$ cat config.mk
export PLATFORM = sky130hd
export DESIGN_NAME = sort
export DESIGN_NICKNAME = d
export VERILOG_FILES = /design/src/rtl/sort.sv
export SDC_FILE = /design/constraint.sdc
export NUM_CORES = 1
export LEC_CHECK = 0
export ABC_CLOCK_PERIOD_IN_PS = 6100
export CAP_MARGIN = 20
export CORE_MARGIN = 2
export CORE_UTILIZATION = 56
export DETAILED_ROUTE_END_ITERATION = 10
export PLACE_DENSITY = 0.86
export SKIP_CTS_REPAIR_TIMING = 1
export SLEW_MARGIN = 20
export SYNTH_ARGS = -nofsm -noshare
export SYNTH_HDL_FRONTEND = slang
export SYNTH_SLANG_ARGS = --single-unit
export TNS_END_PERCENT = 1
$ cat constraint.sdc
create_clock -name clk -period 6.1 [get_ports clk]
set_clock_uncertainty 0.15 [all_clocks]
set_input_delay 0.915 -clock clk [delete_from_list [all_inputs] [get_ports clk]]
set_output_delay 0.915 -clock clk [all_outputs]
set_load 0.05 [all_outputs]
$ cat src/rtl/sort.sv
// Sequential 4-entry sorter: loads x0..x3 after reset, then runs a 6-step bubble network.
// Define SORT_DESCEND_EN to sort in descending order (s0 = largest).
module sort #(
    parameter int unsigned WIDTH = 4
) (
    input  logic             clk,
    input  logic             rst,
    input  logic [WIDTH-1:0] x0,
    input  logic [WIDTH-1:0] x1,
    input  logic [WIDTH-1:0] x2,
    input  logic [WIDTH-1:0] x3,
    output logic [WIDTH-1:0] s0,
    output logic [WIDTH-1:0] s1,
    output logic [WIDTH-1:0] s2,
    output logic [WIDTH-1:0] s3,
    output logic [2:0]       done
);

    localparam logic [2:0] STEP_LOAD = 3'd0;
    localparam logic [2:0] STEP_DONE = 3'd7;

    logic [WIDTH-1:0] r_w [4];
    logic [2:0]       r_step;

    logic [WIDTH-1:0] w_next [4];
    logic [2:0]       w_step_next;
    logic [1:0]       w_idx_lo;
    logic [1:0]       w_idx_hi;
    logic [WIDTH-1:0] w_a;
    logic [WIDTH-1:0] w_b;
    logic             w_swap;

    // Which adjacent pair each step compares: (0,1) (1,2) (2,3) (0,1) (1,2) (0,1).
    always_comb begin
        w_idx_lo = 2'd0;
        case (r_step)
            3'd2, 3'd5: w_idx_lo = 2'd1;
            3'd3:       w_idx_lo = 2'd2;
            default:    w_idx_lo = 2'd0;
        endcase
        w_idx_hi = w_idx_lo + 2'd1;
    end

    assign w_a = r_w[w_idx_lo];
    assign w_b = r_w[w_idx_hi];

    // Strict compare keeps equal values in place.
`ifdef SORT_DESCEND_EN
    assign w_swap = (w_a < w_b);
`else
    assign w_swap = (w_a > w_b);
`endif

    always_comb begin
        w_next      = r_w;
        w_step_next = r_step;
        case (r_step)
            STEP_LOAD: begin
                w_next[0]   = x0;
                w_next[1]   = x1;
                w_next[2]   = x2;
                w_next[3]   = x3;
                w_step_next = 3'd1;
            end
            STEP_DONE: begin
                w_step_next = STEP_DONE;
            end
            default: begin
                if (w_swap) begin
                    w_next[w_idx_lo] = w_b;
                    w_next[w_idx_hi] = w_a;
                end
                w_step_next = r_step + 3'd1;
            end
        endcase
    end

    always_ff @(posedge clk or posedge rst) begin
        if (rst) begin
            r_w[0] <= '0;
            r_w[1] <= '0;
            r_w[2] <= '0;
            r_w[3] <= '0;
            r_step <= STEP_LOAD;
        end else begin
            r_w[0] <= w_next[0];
            r_w[1] <= w_next[1];
            r_w[2] <= w_next[2];
            r_w[3] <= w_next[3];
            r_step <= w_step_next;
        end
    end

    assign s0   = r_w[0];
    assign s1   = r_w[1];
    assign s2   = r_w[2];
    assign s3   = r_w[3];
    assign done = r_step;

endmodule

==> impl_metrics.py <==
metrics = {
    "worst_setup_path": {
        "timing.rr.end": "s3[1]",
        "arrival_ns": 4.78,
        "crit_path_end": "s3[1]",
        "critPathRequiredTime_ns": 6.12,
        "worstSetupPathType": "flip-flop to flip-flop",
        "cp_max_fo": 10,
        "startpoint": "done[1]",
        "r2r_setup_slack_ns": 1.34,
        "r2r-start": "done[1]",
        "start_kind": "flip-flop",
        "cp-end-kind": "flip-flop",
        "ff2ff_path_depth": 15,
    },
    "place": {
        "io_buffers": 36,
        "dpl-instance-area_sq_um": 2160,
        "globalplace.congestion": 0.898,
        "place_hpwl_um": 3600,
    },
    "drt": {
        "routedWlPerCell_um": 18.5,
        "drc": 0,
        "wl_um": 4710,
        "vias": 1549,
        "drt_pass1_iterations": 4,
        "final_antenna_net_count": 0,
        "drt_iter0_markers": 87,
        "vias_per_cell": 6.10,
    },
    "yosys": {
        "ys_warn_count": 0,
        "yosysTopAreaCellShare": 0.264,
        "syn_area_sq_um": 1800,
        "ys_seq_area_frac": 0.264,
        "yosysTopAreaCell": "dfrtp_1",
        "synth-seq-cells": 19,
        "synth_area_leaders": "dfrtp_1 (26%), ha_1 (12%), mux2i_1 (11%)",
        "syn-num-nets": 214,
        "synth_cell_type_count": 38,
        "synth_area_per_cell_sq_um": 10.1,
        "syn-instance-count": 178,
    },
    "pwr": {
        "peakVddDrop_v": 0.000306,
        "p_per_area_nw_per_um2": 405,
        "leakagePower_nw": 0.951,
    },
    "grt": {
        "grt_pass1_vias": 1597,
        "antenna_found_initial": 0,
        "grt_max_degree": 21,
        "gr-usage-all-layers": 0.289,
        "grt_first_pass_wirelength_um": 7800,
        "grt-ovfl-total": 0,
    },
    "floorplanning": {
        "core_sq_um": 3050,
        "die_w_um": 60.7,
        "io_pins": 37,
        "initial_core_util": 0.591,
        "die_y_um": 60.7,
        "rows": 20,
        "die-area_sq_um": 3690,
    },
    "final_layout": {
        "layout-drive-gt1-share": 0.0857,
        "syn_to_final_growth_pct": 21.2,
        "nFillCells": 251,
        "n_antenna_cell": 0,
        "finalNetCount": 247,
        "stdcell_area_sq_um": 2180,
    },
    "clock_network": {
        "htreeDepth": 1,
        "clock-sinks": 19,
        "cts_max_path_buffers": 2,
        "clkLatencyLatePin_ns": 0.30,
        "cts_made_buffers": 3,
        "clkTransAtPathRegs_ns": 0.12,
        "cts-root-buf": "clkbuf_4",
        "cts_tree": "yes",
    },
    "status": {
        "outcome": "completed",
    },
    "worst_hold_path": {
        "min_from": "s3[0]",
        "hp-class": "flip-flop to flip-flop",
    },
    "timing": {
        "fmaxAchievable_ghz": 0.210,
        "timing.slew.headroom": 0.353,
        "fin_crit_ns": 4.76,
        "rsz0062_at_grt": "no",
        "drv_slew": 0,
        "period_share": 0.780,
        "setup_viol": 0,
        "finalHoldViolations": 0,
        "worst_pin_slew_ns": 0.969,
        "tns_ns": 0,
    },
    "flow_run": {
        "max_cap_viol_count": 0,
    },
}
-- layer usage --
layer  wire, um  vias to the layer above  global-route usage
met2       2250                       76               0.461
met3        265                       17              0.0277
met4        174                        0               0.146
met1       2020                      745               0.391
li1           -                      711                   -
met5          0                        -                   0
-- synthesized netlist by cell type --
cell	number
or3_1	2
clkbuf_4	1
o21a_1	3
inv_1	16
o21bai_1	2
maj3_2	1
nor2_1	4
buf_6	3
o32a_1	1
buf_4	1
o211ai_1	4
nand3b_1	2
or2_4	2
a21oi_1	6
a211oi_1	2
clkbuf_1	2
nor2b_1	3
a2111oi_2	1
buf_2	1
o31ai_1	1
nand2_1	19
nor3_1	2
a21o_1	1
nand3_1	3
mux2i_2	1
o21ai_0	6
and2b_4	1
mux2i_1	20
o22ai_1	1
mux2_1	7
o2bb2ai_1	8
ha_1	18
dfrtp_1	19
o31a_1	1
mux4_2	2
a31oi_1	1
mux2_2	6
mux4_1	4
-- flip-flops by register name (all words and copies together), names as in the netlist --
signal and flops:
s0 4, done 3, s1 4, s3 4, s2 4
-- worst max-delay path: stages, from the launching register on --
cell and delay (ns):
dfrtp_1 0.44, ha_1 0.21, ha_1 0.26, inv_1 0.13, ha_1 0.23, nor2b_1 0.75
mux2i_1 0.30, mux2_2 0.23, inv_1 0.05, ha_1 0.28, nand2_1 0.12, o21ai_0 0.18
maj3_2 0.36, o32a_1 0.44, or2_4 0.33, o2bb2ai_1 0.15
-- logic make-up after synthesis --
family          share of synthesized area
mux                                 0.283
compound gates                      0.152
simple gates                        0.103
buf+inv                            0.0673
fa+ha+maj                           0.131
flops                               0.264
-- layout by cell type, fill, tap and decap left out, types with 2 or more instances in the layout --
master,Yosys,routed
a211oi_1,2,2
a21oi_1,6,6
clkbuf_4,1,3
clkdlybuf4s50_1,0,36
dfrtp_1,19,19
ha_1,18,18
inv_1,16,16
mux2_1,7,7
mux2_2,6,6
mux2i_1,20,20
mux4_1,4,4
mux4_2,2,2
nand2_1,19,19
nand3_1,3,3
nand3b_1,2,2
nor2_1,4,4
nor2b_1,3,3
nor3_1,2,2
o211ai_1,4,4
o21a_1,3,3
o21ai_0,6,6
o21bai_1,2,2
o2bb2ai_1,8,8
or2_4,2,2
or3_1,2,2
-- area by class of cell --
class,count,area (sq um),area share
clock inverters,1,5.00,0.00229
repair buffers,36,360,0.165
clock buffers,3,22.5,0.0103
well taps,44,55.1,0.0252
flip-flops and latches,19,475,0.218
multi-input cells,135,1210,0.552
inverters,16,60.1,0.0275
-- where the power goes --
| group | total, W | internal [W] | switching [W] |
|---|---|---|---|
| registers | 0.000243 | 0.000174 | 0.0000691 |
| logic | 0.000574 | 0.000226 | 0.000348 |
| clock network | 0.0000671 | 0.0000244 | 0.0000426 |
-- how the worst min path moves through the flow --
stage / end / slack, ns / depth (start not counted)
6_report: s3[0] / 0.41 / 1
3_5_place_dp: s3[0] / 0.39 / 1
3_3_place_gp: s3[1] / 0.38 / 1
5_1_grt: s3[0] / 0.44 / 1
4_1_cts: s3[0] / 0.42 / 1
2_1_floorplan: s0[2] / 0.64 / 2
-- per-stage QoR --
step | total power, W | hold slack [ns] | instances | setup WS [ns] | utilization
detailed placement | 0.000811 | 0.391 | 250 | 1.41 | 0.707
global route | 0.000930 | 0.435 | 254 | 1.06 | 0.716
finish | 0.000884 | 0.414 | 254 | 1.34 | 0.716
global placement | 0.000793 | 0.385 | 250 | 1.72 | 0.707
CTS | 0.000881 | 0.417 | 254 | 1.37 | 0.716
floorplan | 0.000620 | 0.640 | 178 | 1.56 | -
No activity file was read; power rests on OpenSTA's default activity.
